==> config.mk <==
export PLATFORM = sky130hd
export DESIGN_NAME = fetch_queue
export DESIGN_NICKNAME = d
export VERILOG_FILES = /design/src/rtl/fetch_queue.sv
export SDC_FILE = /design/constraint.sdc
export NUM_CORES = 1
export LEC_CHECK = 0
export CAP_MARGIN = 20
export CORE_MARGIN = 10
export CORE_UTILIZATION = 45
export CTS_BUF_LIST = sky130_fd_sc_hd__clkbuf_8
export DETAILED_ROUTE_END_ITERATION = 8
export PLACE_DENSITY = 0.66
export SETUP_SLACK_MARGIN = 0.4
export SLEW_MARGIN = 20
export SYNTH_ARGS = -nofsm -noshare
export SYNTH_HDL_FRONTEND = slang
export SYNTH_SLANG_ARGS = --single-unit
export TNS_END_PERCENT = 1
==> constraint.sdc <==
create_clock -name clk -period 11.1 [get_ports clk]
set_clock_uncertainty 0.2 [all_clocks]
set_input_delay 1.665 -clock clk [delete_from_list [all_inputs] [get_ports clk]]
set_output_delay 1.665 -clock clk [all_outputs]
set_load 0.1 [all_outputs]
==> src/rtl/fetch_queue.sv <==
// Instruction fetch front end: PC generation, req/gnt issue to imem, in-order
// response capture into a DEPTH-entry queue, redirect with stale-response discard.

module fetch_queue_slot #(
  parameter int AW = 32,
  parameter int DW = 32
) (
  input  logic          clk,
  input  logic          we,
  input  logic [AW-1:0] wpc,
  input  logic [DW-1:0] wdata,
  output logic [AW-1:0] pc,
  output logic [DW-1:0] data
);
  // Payload only: occupancy lives in the parent's pointers, so no reset needed.
  always_ff @(posedge clk) begin
    if (we) begin
      pc   <= wpc;
      data <= wdata;
    end
  end
endmodule

module fetch_queue #(
  parameter int            AW         = 32,
  parameter int            DW         = 32,
  parameter logic [AW-1:0] RESET_ADDR = '0,
  parameter int            INC        = 4,
  parameter int            DEPTH      = 4
) (
  input  logic          clk,
  input  logic          reset,
  input  logic          br_en,
  input  logic          br_z,
  input  logic          br_ne,
  input  logic [AW-1:0] br_addr,
  input  logic          jmp,
  input  logic [AW-1:0] jmp_addr,
  output logic          imem_req,
  output logic [AW-1:0] imem_addr,
  input  logic          imem_gnt,
  input  logic          imem_rvalid,
  input  logic [DW-1:0] imem_rdata,
  output logic          inst_valid,
  output logic [DW-1:0] inst_data,
  output logic [AW-1:0] inst_pc,
  input  logic          inst_ready,
  output logic [AW-1:0] pc
);
  localparam int PW = $clog2(DEPTH);
  localparam int CW = PW + 1;

  logic [AW-1:0] pc_r, rsp_pc, target;
  logic [PW-1:0] wr_ptr, rd_ptr;
  logic [CW-1:0] count, outstanding, discard;
  logic [CW:0]   inflight;
  logic          taken, redirect, credit_ok, accept, rsp, push, pop;

  logic [DEPTH-1:0][AW-1:0] slot_pc;
  logic [DEPTH-1:0][DW-1:0] slot_data;
  logic [DEPTH-1:0]         slot_we;

  always_comb begin
    taken     = br_en & (br_z ^ br_ne);
    redirect  = jmp | taken;
    target    = jmp ? jmp_addr : br_addr;
    // Queue entries plus in-flight fetches may never exceed DEPTH, so a
    // returning response always has a free slot.
    inflight  = {1'b0, count} + {1'b0, outstanding};
    credit_ok = inflight < (CW+1)'(DEPTH);
    imem_req  = !reset & !redirect & credit_ok;
    imem_addr = pc_r;
    pc        = pc_r;
    accept    = imem_req & imem_gnt;
    // An rvalid with nothing outstanding is protocol noise and is ignored.
    rsp       = imem_rvalid & (outstanding != '0);
    push      = rsp & (discard == '0) & !redirect & !reset;
    inst_valid = (count != '0) & !redirect & !reset;
    pop       = inst_valid & inst_ready;
    inst_pc   = slot_pc[rd_ptr];
    inst_data = slot_data[rd_ptr];
  end

  for (genvar i = 0; i < DEPTH; i++) begin : g_slot
    assign slot_we[i] = push && (wr_ptr == PW'(i));
    fetch_queue_slot #(.AW(AW), .DW(DW)) u_slot (
      .clk  (clk),
      .we   (slot_we[i]),
      .wpc  (rsp_pc),
      .wdata(imem_rdata),
      .pc   (slot_pc[i]),
      .data (slot_data[i])
    );
  end

  always_ff @(posedge clk) begin
    if (reset) begin
      pc_r        <= RESET_ADDR;
      rsp_pc      <= RESET_ADDR;
      wr_ptr      <= '0;
      rd_ptr      <= '0;
      count       <= '0;
      outstanding <= '0;
      discard     <= '0;
    end else if (redirect) begin
      // Everything still in flight belongs to the old path and must be dropped.
      pc_r        <= target;
      rsp_pc      <= target;
      wr_ptr      <= '0;
      rd_ptr      <= '0;
      count       <= '0;
      outstanding <= outstanding - CW'(rsp);
      discard     <= outstanding - CW'(rsp);
    end else begin
      if (accept) pc_r <= pc_r + AW'(INC);
      outstanding <= outstanding + CW'(accept) - CW'(rsp);
      if (rsp && discard != '0) discard <= discard - CW'(1);
      if (push) begin
        wr_ptr <= wr_ptr + PW'(1);
        rsp_pc <= rsp_pc + AW'(INC);
      end
      if (pop) rd_ptr <= rd_ptr + PW'(1);
      count <= count + CW'(push) - CW'(pop);
    end
  end
endmodule
==> qor.txt, run 1 <==
outcome: finished, final reports clean
global route overflow: 0
width of the die: 197.3 µm
depth of the worst register-to-register path: 13
kind of path behind the tightest hold check: reg2reg
number of buffers inserted during clock tree synthesis: 52
floorplan row count: 64
number of buffers inserted for hold repair after clock tree synthesis: 0
Max-cap violations: 0
unrepaired setup endpoints after global routing: false
number of synthesized flops with an enable pin: 256
post-synth design cell area: 0.01415 mm²
Layout Nets: 1300
ordered list of cells on the worst path: clkdlybuf4s50_1 -> buf_4 -> nor2_1 -> a21boi_0 -> buf_4 -> and3_1 -> clkdlybuf4s50_1
distinct cell type count of the synthesized netlist: 61
final critical path time including I/O delays and setup: 6135 ps
worst r2r dst: outstanding[2]
total routing usage reported by global routing: 18.09%
WL per Instance: 22.00 µm
Syn Nets: 1079
buffering stage count on the worst path with inverters included: 4
Peak supply drop: 0.08216 mV
Synth Flop Type: edfxtp_1
ANT cells: 0
actual transition at the worst max-transition pin: 1085 ps
CTS tree: done
Routed Wire Length: 35490 µm
Setup Buffers After CTS: 0
largest net degree at the start of global routing: 65
Non-Filler Instances: 1613
startpoint of the most critical setup path: jmp
Detailed Route Iter0 Violations: 662
clock insertion delay at the later pin of the skew report: 570 ps
clock-pin slew of the registers on the worst-case setup and hold paths: 60 ps
cell count after synthesis: 956
worst path required time: 9240 ps
setup slack at placement: 4997 ps
post-synthesis sequential element count: 331
number of iterations in the first detailed-routing pass: 5
maximum level of the CTS H-tree: 2
worst reg2reg path startpoint: outstanding[2]
Critical Setup Path Class: in2out
critical path's top delay family: buffers and inverters
IO Pins: 235
dpl cells: 1519
TritonCTS sink count: 331
Max Clk Rate: 0.1630 GHz
portion of the post-synthesis area used by sequential elements: 64.95%
Avg Cell Area, Syn: 14.80 µm²
total leakage power: 5.665 nW
total of cells resized after clock tree synthesis: 0
critical path data arrival time: 4270 ps
# DRC: 0
routability congestion estimate: 0.9245
slowest stage cell, crit path: clkdlybuf4s50_1
Initial Utilization: 45.89%
number of vias per cell after detailed routing: 5.588
cell count along the critical path: 7
Final Hold Fails: 0
cell area power density: 161.7 mW/mm²
area of the die: 0.03893 mm²
core outline area: 0.03083 mm²
antenna viol nets, final: 0
Reg2Reg Setup Slack: 7170 ps
I/O Buffers: 234
maximum buffer depth of the clock tree: 3
most common cell after layout, fill and taps aside: edfxtp_1
kind of start point of the critical path: primary input
count of final max-slew check failures: 0
commonest cells after routing, fill and taps aside: edfxtp_1 (256), clkdlybuf4s50_1 (233), dfxtp_1 (73)
initial antenna violation count: 0
final worst-path cycle share: 55.27%
accumulated negative setup slack: 0 ps
vias: 9013
Largest stage delay, worst path: 1170 ps
CP endpoint: imem_req
via count of the first global-routing pass: 9352
Hold WS: 296.6 ps
largest driver fanout on the critical path: 39
master cell of the clock root buffer: clkbuf_8
area added between synthesis and finish: 24.43%
final setup violating endpoints: 0
Crit. End Element: primary output
final core utilization: 57.11%
Synth async-reset ratio: 0%
detailed placer's ending HPWL: 23720 µm
Max-Slew Margin vs Limit: 27.44%
share of post-route cells with drive strength above 1: 13.48%
global-route wire length before repair: 54860 µm
Synthesis Warnings: 0
crit path setup slack, layout: 4965 ps
height of the die: 197.3 µm
[worst min-delay path by stage]
| stage | cells after the start | from | end |
|---|---|---|---|
| 4_1_cts | 2 | wr_ptr[1] | wr_ptr[1] |
| 6_report | 2 | wr_ptr[1] | wr_ptr[1] |
| 3_3_place_gp | 2 | wr_ptr[1] | wr_ptr[1] |
| 2_1_floorplan | 2 | wr_ptr[1] | wr_ptr[1] |
| 3_5_place_dp | 2 | wr_ptr[1] | wr_ptr[1] |
| 5_1_grt | 2 | wr_ptr[1] | wr_ptr[1] |
[flip-flops by register name, indices dropped and copies added, names as in the netlist]
register            cells
g_slot.u_slot.data    128
g_slot.u_slot.pc      128
imem_addr              31
rsp_pc                 31
count                   3
discard                 3
outstanding             3
rd_ptr                  2
wr_ptr                  2
[area by class of cell]
cell class	instances	area, µm²
Tap cell	396	495.5
Multi-Input combinational cell	521	4444
Timing Repair Buffer	247	2435
Inverter	24	90.09
Clock buffer	55	757.0
Fill cell	2416	13220
Sequential cell	331	9194
Clock inverter	39	190.2
[layer usage]
layer  track usage (%)  share of wire (%)  vias up
li1                  -                  -     4164
met1             23.90                 43     4422
met2             27.90                 46      384
met3             5.894                9.5       43
met4             5.554                1.7        0
met5                 0                  0        -
[synthesized netlist by cell type (all sizes together) (6+ instances only)]
| cell | number | area (µm²) |
|---|---|---|
| edfxtp | 256 | 7687 |
| dfxtp | 75 | 1501 |
| mux4 | 64 | 1441 |
| nand2 | 59 | 221.5 |
| buf | 46 | 310.3 |
| clkbuf | 34 | 127.6 |
| xnor2 | 30 | 262.8 |
| a21oi | 29 | 145.1 |
| nor2 | 28 | 105.1 |
| nand3 | 27 | 135.1 |
| nor4 | 26 | 168.9 |
| o21ai | 24 | 120.1 |
| inv | 23 | 86.33 |
| nand4 | 20 | 137.6 |
| a21boi | 18 | 135.1 |
| xor2 | 18 | 157.7 |
| nor3 | 17 | 85.08 |
| ha | 16 | 200.2 |
| o22ai | 15 | 93.84 |
| and3 | 14 | 87.58 |
| and2 | 12 | 75.08 |
| a211oi | 9 | 67.56 |
| and4 | 8 | 70.07 |
| mux2i | 8 | 80.08 |
| o31ai | 8 | 60.06 |
| or4 | 8 | 67.56 |
| a31oi | 6 | 37.54 |
[power by group]
group | internal (mW) | leakage [nW] | total, mW | switching, mW
Combinational | 0.144 | 2.18 | 0.484 | 0.341
Clock | 0.481 | 0.543 | 0.934 | 0.454
Sequential | 1.38 | 2.95 | 1.43 | 0.0519
[metrics by stage]
stage	total power [mW]	instance area, µm²
2_1_floorplan	1.788	14150
3_3_place_gp	1.935	16660
3_5_place_dp	1.939	16660
4_1_cts	2.880	17610
5_1_grt	2.970	17610
6_report	2.847	17610
[logic make-up after synthesis]
kind of cell | Yosys count | share of synthesized area, %
XOR/XNOR | 48 | 2.971
adder cells (fa/ha/maj) | 18 | 1.698
AND/OR/NAND/NOR | 239 | 9.109
flip-flops | 331 | 64.95
AO/OA/AOI/OAI | 142 | 6.633
multiplexers | 74 | 10.91
buffers and inverters | 104 | 3.732
[worst register-to-register path: cells and delay by family, from the launching register on]
kind	cells	cell delay, ps
AND/OR/NAND/NOR	4	1460
adder cells (fa/ha/maj)	4	1120
flip-flops	1	450
XOR/XNOR	2	290
buffers and inverters	2	130
multiplexers	1	170
Power figures use the tool's default switching activity.
==> inputs of run 2 (changes only) <==
--- a/config.mk
+++ b/config.mk
@@ -10,7 +10,7 @@
 export CORE_UTILIZATION = 45
 export CTS_BUF_LIST = sky130_fd_sc_hd__clkbuf_8
 export DETAILED_ROUTE_END_ITERATION = 8
-export PLACE_DENSITY = 0.66
+export PLACE_DENSITY = 0.69
 export SETUP_SLACK_MARGIN = 0.4
 export SLEW_MARGIN = 20
 export SYNTH_ARGS = -nofsm -noshare
==> constraint.sdc (replaced) <==
create_clock -name clk -period 5.05 [get_ports clk]
set_clock_uncertainty 0.2 [all_clocks]
set_input_delay 0.7575 -clock clk [delete_from_list [all_inputs] [get_ports clk]]
set_output_delay 0.7575 -clock clk [all_outputs]
set_load 0.1 [all_outputs]
==> qor.txt, run 2 (synthesis gave the netlist of run 1 again) <==
Detailed Route Iter0 Violations: 594 (-10%)
cell count along the critical path: 3 (-4)
largest driver fanout on the critical path: 21 (-46%)
final core utilization: 58.03% (+0.92 points)
largest registers: g_slot.u_slot.data: 128 flops, g_slot.u_slot.pc: 128 flops
Reg2Reg Setup Slack: 1490 ps (-5680 ps)
ANT cells: 0 (unchanged)
number of vias per cell after detailed routing: 5.626 (+0.68%)
outcome: finished, final reports clean
global-route wire length before repair: 54790 µm (-0.13%)
width of the die: 197.3 µm (unchanged)
Max-cap violations: 0 (unchanged)
crit path setup slack, layout: 853.7 ps (-4112 ps)
total non-filler cell area in the finished layout: 0.01789 mm² (+1.6%)
Max-Slew Margin vs Limit: 27.01% (-0.43 points)
Setup Buffers After CTS: 0 (unchanged)
Non-Filler Instances: 1627 (+0.87%)
master cell of the clock root buffer: clkbuf_8
slowest stage cell, crit path: clkdlybuf4s50_1
accumulated negative setup slack: 0 ps (unchanged)
Routed Wire Length: 35920 µm (+1.2%)
worst reg2reg path startpoint: outstanding[2]
Max Clk Rate: 0.2383 GHz
most common cell after layout, fill and taps aside: edfxtp_1
actual transition at the worst max-transition pin: 1091 ps (+6.482 ps)
area of the die: 0.03893 mm² (unchanged)
Pwr Total: 6.453 mW (+130%)
largest net degree at the start of global routing: 58 (-11%)
clock insertion delay at the later pin of the skew report: 560 ps (about the same)
total routing usage reported by global routing: 18.07% (-0.030 points)
critical path data arrival time: 3240 ps (-1030 ps)
depth of the worst register-to-register path: 14 (+1)
final setup violating endpoints: 0 (unchanged)
setup slack at placement: 1078 ps (-3919 ps)
number of iterations in the first detailed-routing pass: 5 (unchanged)
worst hold start: wr_ptr[1]
TritonCTS sink count: 331 (unchanged)
initial antenna violation count: 0 (unchanged)
standard cell area after detailed placement: 0.01684 mm² (+1.1%)
Initial Utilization: 45.89% (unchanged)
CTS tree: done
final worst-path cycle share: 83.10%
share of post-route cells with drive strength above 1: 14.62% (+1.1 points)
I/O Buffers: 234 (unchanged)
Largest stage delay, worst path: 990 ps (-180 ps)
number of buffers inserted during clock tree synthesis: 52 (unchanged)
critical path's top delay family: buffers and inverters
final critical path time including I/O delays and setup: 4196 ps
Critical Setup Path Class: reg2out
floorplan row count: 64 (unchanged)
IO Pins: 235 (unchanged)
clock-pin slew of the registers on the worst-case setup and hold paths: 60 ps (about the same)
antenna viol nets, final: 0 (unchanged)
commonest cells after routing, fill and taps aside: edfxtp_1 (256), clkdlybuf4s50_1 (231), dfxtp_1 (73)
total of cells resized after clock tree synthesis: 0 (unchanged)
buffering stage count on the worst path with inverters included: 2 (-2)
height of the die: 197.3 µm (unchanged)
routability congestion estimate: 0.8913 (-3.6%)
core outline area: 0.03083 mm² (unchanged)
Hold WS: 304.6 ps (+8.004 ps)
capture endpoint of the worst hold path: wr_ptr[1]
Peak supply drop: 0.1609 mV (+96%)
maximum buffer depth of the clock tree: 3 (unchanged)
number of buffers inserted for hold repair after clock tree synthesis: 0 (unchanged)
# DRC: 0 (unchanged)
total leakage power: 5.815 nW (+2.6%)
maximum level of the CTS H-tree: 2 (unchanged)
kind of path behind the tightest hold check: reg2reg
dpl cells: 1529 (+0.66%)
count of final max-slew check failures: 0 (unchanged)
Crit. End Element: primary output
kind of start point of the critical path: flip-flop
Layout Nets: 1310 (+0.77%)
global route overflow: 0 (unchanged)
cell area power density: 360.7 mW/mm² (+120%)
Cells on Worst Hold Path: 2 (unchanged)
via count of the first global-routing pass: 9462 (+1.2%)
unrepaired setup endpoints after global routing: false
worst r2r dst: outstanding[2]
vias: 9153 (+1.6%)
area added between synthesis and finish: 26.44%
WL per Instance: 22.08 µm (+0.34%)
Final Hold Fails: 0 (unchanged)
ordered list of cells on the worst path: buf_4 -> mux4_2 -> clkdlybuf4s50_1
worst path required time: 4090 ps (-5150 ps)
detailed placer's ending HPWL: 24960 µm (+5.2%)
## run 2: changes by cell type in the layout (fill, tap and decap cells not counted), sizes merged
cell / delta
clkdlybuf4s50: -2
bufinv: +3
clkinvlp: -1
clkbuf: +1
buf: +12
inv: +4
clkinv: -3
## run 2: final cells by class
class                           instances  area, µm²
Clock inverter                         42      277.8
Inverter                               24      90.09
Timing Repair Buffer                  257       2618
Fill cell                            2450      12940
Clock buffer                           56      770.7
Multi-Input combinational cell        521       4444
Tap cell                              396      495.5
Sequential cell                       331       9194
## run 2: report_power, final
group / switching [mW] / internal, mW
registers: 0.113 / 3.02
logic: 0.754 / 0.326
clock network: 1.01 / 1.23
total: 1.87 / 4.58
## run 2: per-layer routing
layer | wire, µm | track usage, % | share of wire, % | vias up
li1 | - | - | - | 4182
met1 | 15110 | 23.50 | 42 | 4497
met2 | 16650 | 28.76 | 46 | 421
met3 | 3502 | 5.571 | 9.7 | 53
met4 | 652 | 4.984 | 1.8 | 0
met5 | 0 | 0 | 0 | -
## run 2: worst max-delay path by stage
stage | from | to | slack [ps]
floorplan | br_en | inst_valid | 1060
global placement | br_en | outstanding[2] | 1190
detailed placement | br_en | outstanding[2] | 1080
CTS | rd_ptr[0] | inst_data[27] | 750
global route | rd_ptr[0] | inst_pc[3] | 660
finish | rd_ptr[0] | inst_data[14] | 850
## run 2: worst reg2reg max path: stages, from the launching register on
cell and delay, ps:
dfxtp_1 450, ha_1 290, nor4b_1 360, nand2_1 90, buf_4 220, nor2_1 280
inv_1 80, ha_1 280, inv_1 40, ha_1 190, fa_1 390, xnor2_1 130
mux2i_1 170, xor2_1 190, nor2_1 70
==> inputs of run 3 (changes only) <==
==> constraint.sdc (replaced) <==
create_clock -name clk -period 3.8 [get_ports clk]
set_clock_uncertainty 0.2 [all_clocks]
set_input_delay 0.57 -clock clk [delete_from_list [all_inputs] [get_ports clk]]
set_output_delay 0.57 -clock clk [all_outputs]
set_load 0.1 [all_outputs]
==> qor.txt, run 3 (synthesis gave the netlist of run 1 again) <==
total of cells resized after clock tree synthesis: 0 (unchanged)
antenna viol nets, final: 0 (unchanged)
total leakage power: 5.863 nW (+0.83%)
global route overflow: 0 (unchanged)
number of buffers inserted for hold repair after clock tree synthesis: 0 (unchanged)
kind of path behind the tightest hold check: in2reg
routability congestion estimate: 0.8545 (-4.1%)
Reg2Reg Setup Slack: 690 ps (-800 ps)
vias: 9178 (+0.27%)
Max Clk Rate: 0.3181 GHz
most common cell after layout, fill and taps aside: edfxtp_1
Detailed Route Iter0 Violations: 461 (-22%)
kind of start point of the critical path: flip-flop
ANT cells: 0 (unchanged)
Hold WS: 231.5 ps (-73.13 ps)
depth of the worst register-to-register path: 13 (-1)
Final Hold Fails: 0 (unchanged)
worst r2r dst: outstanding[2]
number of iterations in the first detailed-routing pass: 6 (+1)
FF/Latch Area: 0.009196 mm² (about the same)
area of the multi-input gates: 0.004447 mm² (about the same)
TritonCTS sink count: 331 (unchanged)
Initial Utilization: 45.89% (unchanged)
commonest cells after routing, fill and taps aside: edfxtp_1 (256), clkdlybuf4s50_1 (166), buf_4 (86)
startpoint of the most critical setup path: rsp_pc[0]
count of final max-slew check failures: 0 (unchanged)
worst path required time: 3030 ps (-1060 ps)
I/O Buffers: 234 (unchanged)
CP endpoint: pc[0]
filler cell count: 2426 (-0.98%)
final worst-path cycle share: 82.73%
outcome: finished, final reports clean
detailed placer's ending HPWL: 25260 µm (+1.2%)
Routed Wire Length: 35750 µm (-0.46%)
Critical Setup Path Class: reg2out
WL per Instance: 21.99 µm (-0.40%)
final critical path time including I/O delays and setup: 3144 ps
cell count along the critical path: 1 (-2)
IO Pins: 235 (unchanged)
maximum level of the CTS H-tree: 2 (unchanged)
Max-cap violations: 0 (unchanged)
total routing usage reported by global routing: 18.17% (+0.11 points)
Layout Nets: 1314 (+0.31%)
largest registers: g_slot.u_slot.data: 128 flops, g_slot.u_slot.pc: 128 flops
slowest stage cell, crit path: clkdlybuf4s50_1
number of buffers inserted during clock tree synthesis: 51 (-1.9%)
maximum buffer depth of the clock tree: 3 (unchanged)
area added between synthesis and finish: 25.41%
clock-pin slew of the registers on the worst-case setup and hold paths: 60 ps (about the same)
clock insertion delay at the later pin of the skew report: 560 ps (about the same)
global-route wire length before repair: 55210 µm (+0.77%)
Crit. End Element: primary output
width of the die: 197.3 µm (unchanged)
buffering stage count on the worst path with inverters included: 1 (-1)
CTS tree: done
critical path's top delay family: buffers and inverters
cell area power density: 481.0 mW/mm² (+33%)
Peak supply drop: 0.1934 mV (+20%)
master cell of the clock root buffer: clkbuf_8
largest net degree at the start of global routing: 58 (unchanged)
largest driver fanout on the critical path: 7 (-67%)
share of post-route cells with drive strength above 1: 20.73% (+6.1 points)
Setup Buffers After CTS: 0 (unchanged)
# DRC: 0 (unchanged)
Max-Slew Margin vs Limit: 33.44% (+6.4 points)
core outline area: 0.03083 mm² (unchanged)
accumulated negative setup slack: 0 ps (unchanged)
floorplan row count: 64 (unchanged)
worst reg2reg path startpoint: outstanding[2]
Largest stage delay, worst path: 1230 ps (+240 ps)
height of the die: 197.3 µm (unchanged)
area of the die: 0.03893 mm² (unchanged)
critical path data arrival time: 2370 ps (-870 ps)
initial antenna violation count: 0 (unchanged)
via count of the first global-routing pass: 9632 (+1.8%)
actual transition at the worst max-transition pin: 995.3 ps (-96.23 ps)
unrepaired setup endpoints after global routing: false
ordered list of cells on the worst path: clkdlybuf4s50_1
final setup violating endpoints: 0 (unchanged)
number of vias per cell after detailed routing: 5.645 (+0.33%)
-- run 3: cell types whose count changed in the layout (fill, tap and decap cells not counted), moves of 2 or more --
cell / previous run / this run
clkinvlp_4: 0 / 2
inv_1: 42 / 35
clkbuf_8: 56 / 52
buf_4: 16 / 86
clkdlybuf4s50_1: 231 / 166
clkinv_2: 8 / 14
clkinv_1: 11 / 8
-- run 3: power by group --
| group | switching (mW) | internal (mW) |
|---|---|---|
| sequential | 0.145 | 4.02 |
| clock | 1.33 | 1.62 |
| combinational | 0.996 | 0.429 |
-- run 3: worst min-delay path by stage --
| stage | startpoint | end | slack [ps] | depth (start not counted) |
|---|---|---|---|---|
| 2_1_floorplan | wr_ptr[1] | wr_ptr[1] | 270 | 2 |
| 3_3_place_gp | wr_ptr[1] | wr_ptr[1] | 280 | 2 |
| 3_5_place_dp | wr_ptr[1] | wr_ptr[1] | 300 | 2 |
| 4_1_cts | reset | count[2] | 220 | 4 |
| 5_1_grt | reset | count[2] | 240 | 4 |
| 6_report | reset | count[2] | 230 | 4 |
-- run 3: final cells by class --
type / instances / share of cell area [%]
clock buffer: 52 / 4.034
sequential: 331 / 51.83
multi-input combinational: 521 / 25.06
inverter: 24 / 0.5077
timing repair buffer: 262 / 14.05
clock inverter: 40 / 1.728
tap: 396 / 2.792
-- run 3: metrics by stage --
stage                     instances  total power, mW  setup WS, ps  cell area, µm²  utilization (%)
after floorplan                 956            5.221         206.4           14150                -
after global placement         1534            5.645         409.3           16720            54.24
after detailed placement       1534            5.664         322.6           16720            54.24
after CTS                      1626            8.610         596.0           17740            57.55
after global routing           1626            8.872         473.5           17740            57.55
final                          1626            8.534         656.1           17740            57.55
-- run 3: layer usage --
metal,track usage (%),vias up,routed length (µm)
met3,5.963,51,3419
met5,0,-,0
met2,28.76,396,16680
li1,-,4194,-
met1,23.44,4537,14950
met4,5.298,0,702
